$ cat config.mk
export PLATFORM = sky130hd
export DESIGN_NAME = gm_sram_bridge
export DESIGN_NICKNAME = d
export VERILOG_FILES = /design/src/rtl/gm_bridge_pkg.sv /design/src/rtl/gm_read_latency_tracker.sv /design/src/rtl/gm_sram_bridge.sv
export SDC_FILE = /design/constraint.sdc
export NUM_CORES = 1
export LEC_CHECK = 0
export ABC_AREA = 1
export BUFFER_PORTS_ARGS = -buffer_cell sky130_fd_sc_hd__buf_4
export CAP_MARGIN = 10
export CORE_ASPECT_RATIO = 0.9
export CORE_UTILIZATION = 25
export DETAILED_ROUTE_END_ITERATION = 16
export HOLD_SLACK_MARGIN = 0.02
export PLACE_DENSITY = 0.59
export SLEW_MARGIN = 20
export SYNTH_ARGS = -nofsm -noshare
export SYNTH_HDL_FRONTEND = slang
export SYNTH_HIERARCHICAL = 1
export SYNTH_SLANG_ARGS = --single-unit
export TNS_END_PERCENT = 100
$ cat constraint.sdc
create_clock -name iClk -period 2.2 [get_ports iClk]
set_clock_uncertainty 0.15 [all_clocks]
set_input_delay 0.11 -clock iClk [delete_from_list [all_inputs] [get_ports iClk]]
set_output_delay 0.11 -clock iClk [all_outputs]
set_load 0.005 [all_outputs]
$ cat src/rtl/gm_bridge_pkg.sv
// ---------------------------------------------------------------------------
// gm_bridge_pkg
// Shared definitions for the general-arbiter SRAM bridge slice:
//   - bridgeState_t   : bridge FSM states (IDLE, READ_WAIT)
//   - clog2           : ceiling log2 helper usable in constant expressions
//   - BYTE_LANES      : byte lanes of the default memory word width
//   - mapAddress      : arbiter byte address to SRAM word address mapping
// ---------------------------------------------------------------------------
package gm_bridge_pkg;

   // IDLE means no read is in flight; READ_WAIT covers the whole time a
   // read is travelling through the SRAM and the return pipeline.
   typedef enum logic {
      IDLE      = 1'b0,
      READ_WAIT = 1'b1
   } bridgeState_t;

   localparam int GM_MEM_WIDTH_DEFAULT = 32;
   localparam int BYTE_LANES           = GM_MEM_WIDTH_DEFAULT / 8;

   // Smallest n with 2**n >= value; clog2(1) = 0.
   function automatic int clog2(input int value);
      int result;
      result = 0;
      while ((1 << result) < value) begin
         result++;
      end
      return result;
   endfunction

   // Byte address relative to the window base, shifted down to a word
   // index. The caller truncates to its SRAM address width; the low byte
   // offset bits simply fall off in the shift.
   function automatic logic [63:0] mapAddress(input logic [63:0] byteAddress,
                                              input logic [63:0] baseAddress,
                                              input int          offsetBits);
      return (byteAddress - baseAddress) >> offsetBits;
   endfunction

endpackage

$ cat src/rtl/gm_read_latency_tracker.sv
// ---------------------------------------------------------------------------
// gm_read_latency_tracker
// Tracks one outstanding SRAM read with a fixed latency and hands the read
// data back to the arbiter as a one-cycle valid pulse.
//
// Ports:
//   iClk           : clock, rising edge
//   iReset         : synchronous active-high reset, drops any read in flight
//   iIssue         : a read is being issued to the SRAM this cycle
//   iMemReadData   : SRAM read data, valid MEM_READ_LATENCY cycles after issue
//   oReadData      : captured read data, holds between pulses
//   oReadDataValid : one-cycle pulse, oReadData carries new data
//   oRetire        : the bridge FSM may return to IDLE at the next edge
//
// Optional feature macro: GM_SRAM_BRIDGE_RDATA_REG_EN adds one more register
// stage on oReadData/oReadDataValid (one extra cycle of read latency).
// MEM_READ_LATENCY is expected in the range 1..4.
// ---------------------------------------------------------------------------
module gm_read_latency_tracker
   import gm_bridge_pkg::*;
#(
   parameter int D_WIDTH          = 32,
   parameter int MEM_READ_LATENCY = 1
) (
   input  logic               iClk,
   input  logic               iReset,
   input  logic               iIssue,
   input  logic [D_WIDTH-1:0] iMemReadData,
   output logic [D_WIDTH-1:0] oReadData,
   output logic               oReadDataValid,
   output logic               oRetire
);

   localparam int CNT_WIDTH = (clog2(MEM_READ_LATENCY + 1) < 1) ? 1 : clog2(MEM_READ_LATENCY + 1);

   logic [CNT_WIDTH-1:0] count;
   logic                 stageValid;
   logic [D_WIDTH-1:0]   stageData;
   logic                 sampleNow;

   // The counter holds MEM_READ_LATENCY in the first cycle after issue and
   // reaches 1 in the cycle where the SRAM presents the data; that is the
   // cycle we capture it, so the counter lands on 0 at the same edge.
   assign sampleNow = (count == CNT_WIDTH'(1));

   // Latency counter and first return stage. The issue logic guarantees a
   // new read never arrives while the counter is still running.
   always_ff @(posedge iClk) begin
      if (iReset) begin
         count      <= '0;
         stageValid <= 1'b0;
         stageData  <= '0;
      end else begin
         stageValid <= 1'b0;
         if (iIssue) begin
            count <= CNT_WIDTH'(MEM_READ_LATENCY);
         end else if (count != '0) begin
            count <= count - CNT_WIDTH'(1);
            if (sampleNow) begin
               stageValid <= 1'b1;
               stageData  <= iMemReadData;
            end
         end
      end
   end

`ifdef GM_SRAM_BRIDGE_RDATA_REG_EN
   logic               outValid;
   logic [D_WIDTH-1:0] outData;

   // Extra output register; data only moves on a pulse so the arbiter
   // keeps seeing the last read value between reads.
   always_ff @(posedge iClk) begin
      if (iReset) begin
         outValid <= 1'b0;
         outData  <= '0;
      end else begin
         outValid <= stageValid;
         if (stageValid) begin
            outData <= stageData;
         end
      end
   end

   assign oReadData      = outData;
   assign oReadDataValid = outValid;
   // The read is complete only once the delayed pulse has gone out.
   assign oRetire        = outValid;
`else
   assign oReadData      = stageData;
   assign oReadDataValid = stageValid;
   // Leave READ_WAIT at the capture edge so IDLE coincides with the pulse.
   assign oRetire        = sampleNow;
`endif

endmodule

$ cat src/rtl/gm_sram_bridge.sv
// ---------------------------------------------------------------------------
// gm_sram_bridge
// Peripheral-side stage behind the general arbiter. Turns the arbiter's
// read/write request handshake into single-port synchronous SRAM accesses,
// resolves read/write conflicts round robin and tracks read latency.
//
// Ports:
//   iClk, iReset                 : clock (rising edge), synchronous active-high reset
//   iReadRequest, iReadEnable    : read request and qualifier (both needed)
//   iReadAddress                 : read byte address
//   iWriteRequest, iWriteAddress : write request and byte address
//   iWriteEnable, iWriteData     : write byte-lane mask and data
//   oWriteAccept                 : combinational pulse, write performed this cycle
//   oReadDataValid, oReadData    : read return pulse and data (data holds)
//   oMemAddress                  : SRAM word address
//   oMemReadEnable               : SRAM read strobe
//   oMemWriteEnable              : SRAM byte write strobes
//   oMemWriteData                : SRAM write data
//   iMemReadData                 : SRAM read data
//
// Optional feature macro: GM_SRAM_BRIDGE_RDATA_REG_EN (extra read data
// register stage, see gm_read_latency_tracker).
// ---------------------------------------------------------------------------
module gm_sram_bridge
   import gm_bridge_pkg::*;
#(
   parameter int                     D_WIDTH          = 32,
   parameter int                     GM_ADDR_WIDTH    = 32,
   parameter int                     GM_MEM_WIDTH     = GM_MEM_WIDTH_DEFAULT,
   parameter int                     MEM_ADDR_WIDTH   = 10,
   parameter logic [GM_ADDR_WIDTH-1:0] BASE_ADDR      = '0,
   parameter int                     MEM_READ_LATENCY = 1
) (
   input  logic                      iClk,
   input  logic                      iReset,
   input  logic                      iReadRequest,
   input  logic                      iReadEnable,
   input  logic [GM_ADDR_WIDTH-1:0]  iReadAddress,
   input  logic                      iWriteRequest,
   input  logic [GM_ADDR_WIDTH-1:0]  iWriteAddress,
   input  logic [GM_MEM_WIDTH/8-1:0] iWriteEnable,
   input  logic [D_WIDTH-1:0]        iWriteData,
   output logic                      oWriteAccept,
   output logic                      oReadDataValid,
   output logic [D_WIDTH-1:0]        oReadData,
   output logic [MEM_ADDR_WIDTH-1:0] oMemAddress,
   output logic                      oMemReadEnable,
   output logic [GM_MEM_WIDTH/8-1:0] oMemWriteEnable,
   output logic [D_WIDTH-1:0]        oMemWriteData,
   input  logic [D_WIDTH-1:0]        iMemReadData
);

   localparam int OFFSET_BITS = clog2(GM_MEM_WIDTH / 8);

   bridgeState_t              state;
   logic                      rPrioRead;
   logic                      readEligible;
   logic                      writeEligible;
   logic                      grantRead;
   logic                      grantWrite;
   logic                      trackerRetire;
   logic [MEM_ADDR_WIDTH-1:0] readWordAddress;
   logic [MEM_ADDR_WIDTH-1:0] writeWordAddress;

   assign readWordAddress  = MEM_ADDR_WIDTH'(mapAddress(64'(iReadAddress), 64'(BASE_ADDR), OFFSET_BITS));
   assign writeWordAddress = MEM_ADDR_WIDTH'(mapAddress(64'(iWriteAddress), 64'(BASE_ADDR), OFFSET_BITS));

   // Issue decision. Only one read may be in flight, and the valid cycle is
   // excluded so a request the arbiter is just retiring is not reissued.
   // Nothing issues while reset is asserted so the SRAM sees idle strobes.
   always_comb begin
      readEligible  = !iReset && (state == IDLE) && iReadRequest && iReadEnable && !oReadDataValid;
      writeEligible = !iReset && iWriteRequest;
      grantRead     = readEligible && (!writeEligible || rPrioRead);
      grantWrite    = writeEligible && (!readEligible || !rPrioRead);
   end

   // Memory-side strobes and the write accept follow the grant in the same
   // cycle; everything is driven to zero when nothing is granted.
   always_comb begin
      oMemAddress     = '0;
      oMemReadEnable  = 1'b0;
      oMemWriteEnable = '0;
      oMemWriteData   = '0;
      oWriteAccept    = 1'b0;
      if (grantWrite) begin
         oMemAddress     = writeWordAddress;
         oMemWriteEnable = iWriteEnable;
         oMemWriteData   = iWriteData;
         oWriteAccept    = 1'b1;
      end else if (grantRead) begin
         oMemAddress    = readWordAddress;
         oMemReadEnable = 1'b1;
      end
   end

   // Bridge FSM plus the round-robin priority bit. Priority only flips when
   // both sides actually competed, so an uncontested access never steals a
   // turn from the other side.
   always_ff @(posedge iClk) begin
      if (iReset) begin
         state     <= IDLE;
         rPrioRead <= 1'b1;
      end else begin
         if (readEligible && writeEligible) begin
            rPrioRead <= ~rPrioRead;
         end
         case (state)
            IDLE:      if (grantRead)     state <= READ_WAIT;
            READ_WAIT: if (trackerRetire) state <= IDLE;
            default:                      state <= IDLE;
         endcase
      end
   end

   gm_read_latency_tracker #(
      .D_WIDTH          (D_WIDTH),
      .MEM_READ_LATENCY (MEM_READ_LATENCY)
   ) uTracker (
      .iClk           (iClk),
      .iReset         (iReset),
      .iIssue         (grantRead),
      .iMemReadData   (iMemReadData),
      .oReadData      (oReadData),
      .oReadDataValid (oReadDataValid),
      .oRetire        (trackerRetire)
   );

endmodule

**After elaboration in Yosys (flattened, before gate mapping)**

Index checks and enable logic that the tools add are counted.

- Add/sub/neg operators: 1
- Muxes and demuxes: 12
- Bitwise gates (word level): 3
- Reduce and logical (&&, ||, !) cells: 17

Operators by type and width:

| operator | count |
|---|---|
| $mux 32 | 1 |
| $mux 10 | 2 |
| $logic_and 1x1->1 | 8 |
| $mux 1 | 7 |
| $logic_not 1->1 | 5 |
| $mux 4 | 1 |
| $not 1->1 | 3 |
| $logic_or 1x1->1 | 2 |
| $pmux 1 s2 | 1 |
| $reduce_and 2->1 | 1 |
| $reduce_or 2->1 | 1 |
| $sub 1x1->1 const B | 1 |

- Flip-flop bits (word level): 36
- Output and inout port bits: 81

**Longest topological paths before layout**

- Word-level depth: 9
- Depth in mapped cells: 9

**By module**

Netlist, hierarchy kept.

By module, submodules not included:

| module | times used | cells an instance | area each (sq um) | seq. area each (sq um) |
|---|---|---|---|---|
| gm_read_latency_tracker | 1 | 213 | 1435.1 | 680.7 |
| gm_sram_bridge | 1 | 137 | 615.6 | 40.0 |

**Worst setup path after synthesis**

OpenSTA, ideal clock, no wires.

- Path kind: reg2reg
- From: register rPrioRead
- To: register uTracker.stageData[10], in the netlist uTracker/oReadData[10]
- Setup time: 0.113 ns
- Data arrival time: 1.092 ns
- Required time: 1.937 ns
- Path slack: 0.845 ns
- Stages on the path, launching flop included: 10
- Clock period less this slack: 1.355 ns
- Path through: dfxtp_1 -> inv_1 -> nand3_1 -> nand3_1 -> inv_1 -> inv_1 -> buf_4 -> nand3_1 -> nand2_1 -> nor2_1

- Cells in the longest elaborated chain, start to end: 4

Ends and longest elaborated chain:

| what | line | source |
|---|---|---|
| start, declared | gm_sram_bridge.sv:56 | `logic rPrioRead;` |
| start signal, assigned | gm_sram_bridge.sv:106 | `rPrioRead <= ~rPrioRead;` |
| $logic_or 1x1->1 | gm_sram_bridge.sv:74 | `grantRead = readEligible && (!writeEligible \|\| rPrioRead);` |
| $logic_and 1x1->1 | gm_sram_bridge.sv:74 |  |
| named net grantRead | gm_sram_bridge.sv:59 | `logic grantRead;` |
| $not 1->1 (no line) | -- |  |
| $reduce_and 2->1 (no line) | -- |  |
| end signal, assigned | gm_read_latency_tracker.sv:61 | `stageData <= iMemReadData;` |
| end, declared | gm_read_latency_tracker.sv:38 | `logic [D_WIDTH-1:0] stageData;` |

The timed path passes the listed nets, and every way through them passes these cells.
A chain may end at the register's enable or synchronous reset.

**Worst setup path in the final report**

- From: input iReset
- To: output oMemAddress[2]

- Cells in the longest elaborated chain, start to end: 9
- Elaborated cells on any way between the ends: 14
- Classes of those cells: 2 x mux; 12 x reduce/logical

Ends and longest elaborated chain:

| what | line | source |
|---|---|---|
| start, declared | gm_sram_bridge.sv:35 | `input logic iReset,` |
| $logic_not 1->1 (*) | gm_sram_bridge.sv:72, gm_sram_bridge.sv:73 |  |
| $logic_and 1x1->1 (4 in a row) | gm_sram_bridge.sv:72 | `readEligible = !iReset && (state == IDLE) && iReadRequest && iReadEnable && !oReadDataValid;` |
| $logic_not 1->1 | gm_sram_bridge.sv:75 | `grantWrite = writeEligible && (!readEligible \|\| !rPrioRead);` |
| $logic_or 1x1->1 | gm_sram_bridge.sv:75 |  |
| $logic_and 1x1->1 | gm_sram_bridge.sv:75 |  |
| $mux 10 (*) | gm_sram_bridge.sv:86 | `if (grantWrite) begin` |
| end, declared | gm_sram_bridge.sv:46 | `output logic [MEM_ADDR_WIDTH-1:0] oMemAddress,` |

Every way passes the cells marked *; elsewhere a longest branch is shown, timed or not.

==> summary.md <==
| Metric | Value |
|---|---|
| Layout fillers | 787 |
| Clock Sinks | 36 |
| First-pass GRT wire length | 10800 um |
| Drt pass-1 iters | 4 |
| Remaining Overflow, GRT | 0 |
| Root Buffer | clkbuf_8 |
| Syn Nets | 487 |
| WL met2 | 3680 um |
| Die width | 97.5 um |
| RSZ-0062 raised after global routing | no |
| Vias | 2704 |
| Synth cell types | 15 |
| CTS tree | yes |
| GRT Total Usage | 15.3% |
| Critical path required time | 1.94 ns |
| Commonest non-fill, non-tap cell in the layout | buf_4 |
| Layout Area Growth over Synthesis | 87.3% |
| Max cap viols | 0 |
| Die area | 8570 um^2 |
| I/O pins | 218 |
| Post-synthesis register bit count | 36 |
| CP Capture Type | output port |
| WL final | 7190 um |
| Fraction of layout cells with a size suffix above 1 | 34.7% |
| Mapped cell area | 2050 um^2 |
| Worst Hold Slack | 0.117 ns |
| Hold Crit Class | input port to flop |
| Routability cong. | 0.720 |
| DR vias/cell | 4.17 |
| Leakage | 2.23 nW |
| Initial core utilization | 26.5% |
| Num CTS Buffers | 5 |
| FP Rows | 30 |
| Met3 WL | 524 um |
| Most frequent cells in the layout | buf_4 (179), nor2_1 (103), inv_1 (78), nand3_1 (56), nand2_1 (50) |
| Number of global-route vias before repair | 2320 |
| Avg Cell Area, Syn | 5.86 um^2 |
| Average wire per standard cell | 11.1 um |
| Nets@finish | 689 |
| Critical Path Source Type | input port |
| Core Area | 7730 um^2 |
| VDD IR max | 338 uV |
| Placed cell count | 607 |
| Initial antenna violation count | 0 |
| Number of H-tree levels | 2 |
| Drt initial violations | 79 |
| Setup CP Type | input port to output port |
| Number of diodes | 0 |
| CP Max Fanout | 12 |
| Clock slew at reported path FFs | 0.08 ns |
| Max frequency | 0.496 GHz |
| Register area share after synthesis | 35.1% |
| Clock latency on the worst-skew pair | 0.28 ns |
| Final instance area | 3840 um^2 |
| Final hold vios | 0 |
| Outcome | finished clean |
| Post-DP HPWL | 5120 um |
| ANT nets after route | 0 |
| YS warnings | 6 |
| TNS Setup | 0 ns |
| Non-filler instance count after layout | 649 |
| Tmin final | 2.02 ns |
| Die height | 87.9 um |
| Slew Limit Fails | 0 |
| Slew at the pin with the worst max-slew slack | 0.581 ns |
| Largest net degree at the start of global routing | 38 |
| Clock buffer depth | 2 |
| Post-CTS sizing | 0 |
| Post-DP Area | 3420 um^2 |
| Port bufs | 173 |
| Slew margin rel. | 61.2% |
| Post-layout util | 49.7% |
| Crit path arrival time | 1.76 ns |
| # DRC | 0 |
| Top routing layer in use | met4 |
| Period Utilization, post-route | 91.7% |
| Power Dens Cells | 415 nW/um^2 |
| Final setup violation count | 0 |
| DRT met1 WL | 2940 um |
| Synthesized netlist cell count | 350 |
[routing by layer]
metal	track usage, %	vias to the layer above
li1	-	1416
met3	4.79	7
met5	0	-
met2	28.9	101
met4	2.81	0
met1	17.3	1180
[kinds of logic after synthesis]
logic type	Yosys count	share of synthesized area, %
and+or+nand+nor	214	43.4
buffers and inverters	99	21.2
DFF	36	35.1
AOI/OAI and AO/OA	1	0.244
[critical path: stages]
cell	delay, ns
dlygate4sd3_1	0.53
buf_4	0.16
nor2_2	0.15
nand2_1	0.08
nor2_2	0.38
nand3_1	0.14
nand2_1	0.10
buf_4	0.10
[final cells by class]
class,instances,area (um^2),share of cell area (%)
clock buffers,7,76.3,1.99
clock inverters,1,8.76,0.228
inverters,79,297,7.72
multi-input cells,215,895,23.3
flip-flops and latches,36,721,18.8
well taps,96,120,3.13
repair buffers,215,1720,44.9
[cells in the mapped netlist, drive strengths merged]
cell type  number  area share (%)
a21oi           1            0.24
buf            19             6.6
clkbuf          1            0.18
dfxtp          36              35
inv            79              14
nand2          51             9.5
nand3          56              14
nor2          106              20
nor3            1            0.24
[state kept, by name (all words and copies together) (netlist names)]
name / cells
uTracker/oReadData: 32
rPrioRead: 1
state: 1
uTracker/oReadDataValid: 1
uTracker/oRetire: 1
[power by group]
group / leakage (nW) / internal [W] / total [W] / switching (W)
Sequential: 0.292 / 0.000675 / 0.000687 / 0.0000120
Clock: 0.0424 / 0.000226 / 0.000463 / 0.000237
Combinational: 1.89 / 0.000269 / 0.000443 / 0.000175
Total: 2.23 / 0.00117 / 0.00159 / 0.000423
[per-stage QoR]
stage	setup slack, ns	power, W
CTS	0.175	0.00162
finish	0.182	0.00159
floorplan	0.845	0.000857
global route	0.0861	0.00169
detailed placement	0.579	0.00110
global placement	0.614	0.00109
[worst paths after layout]
check	from	endpoint	slack, ns	cells past startpoint
min	iReadRequest	state	0.12	5
min reg2reg	state	state	0.33	2
max	iReset	oMemAddress[2]	0.18	8
max reg2reg	rPrioRead	uTracker/oReadData[23]	0.55	9
[what timing repair did]
item / in CTS / in global routing
hold endpoints to repair: 36 / 0
hold buffers: 34 / 0
buffers inserted: 0 / 0
Power figures use the tool's default switching activity.
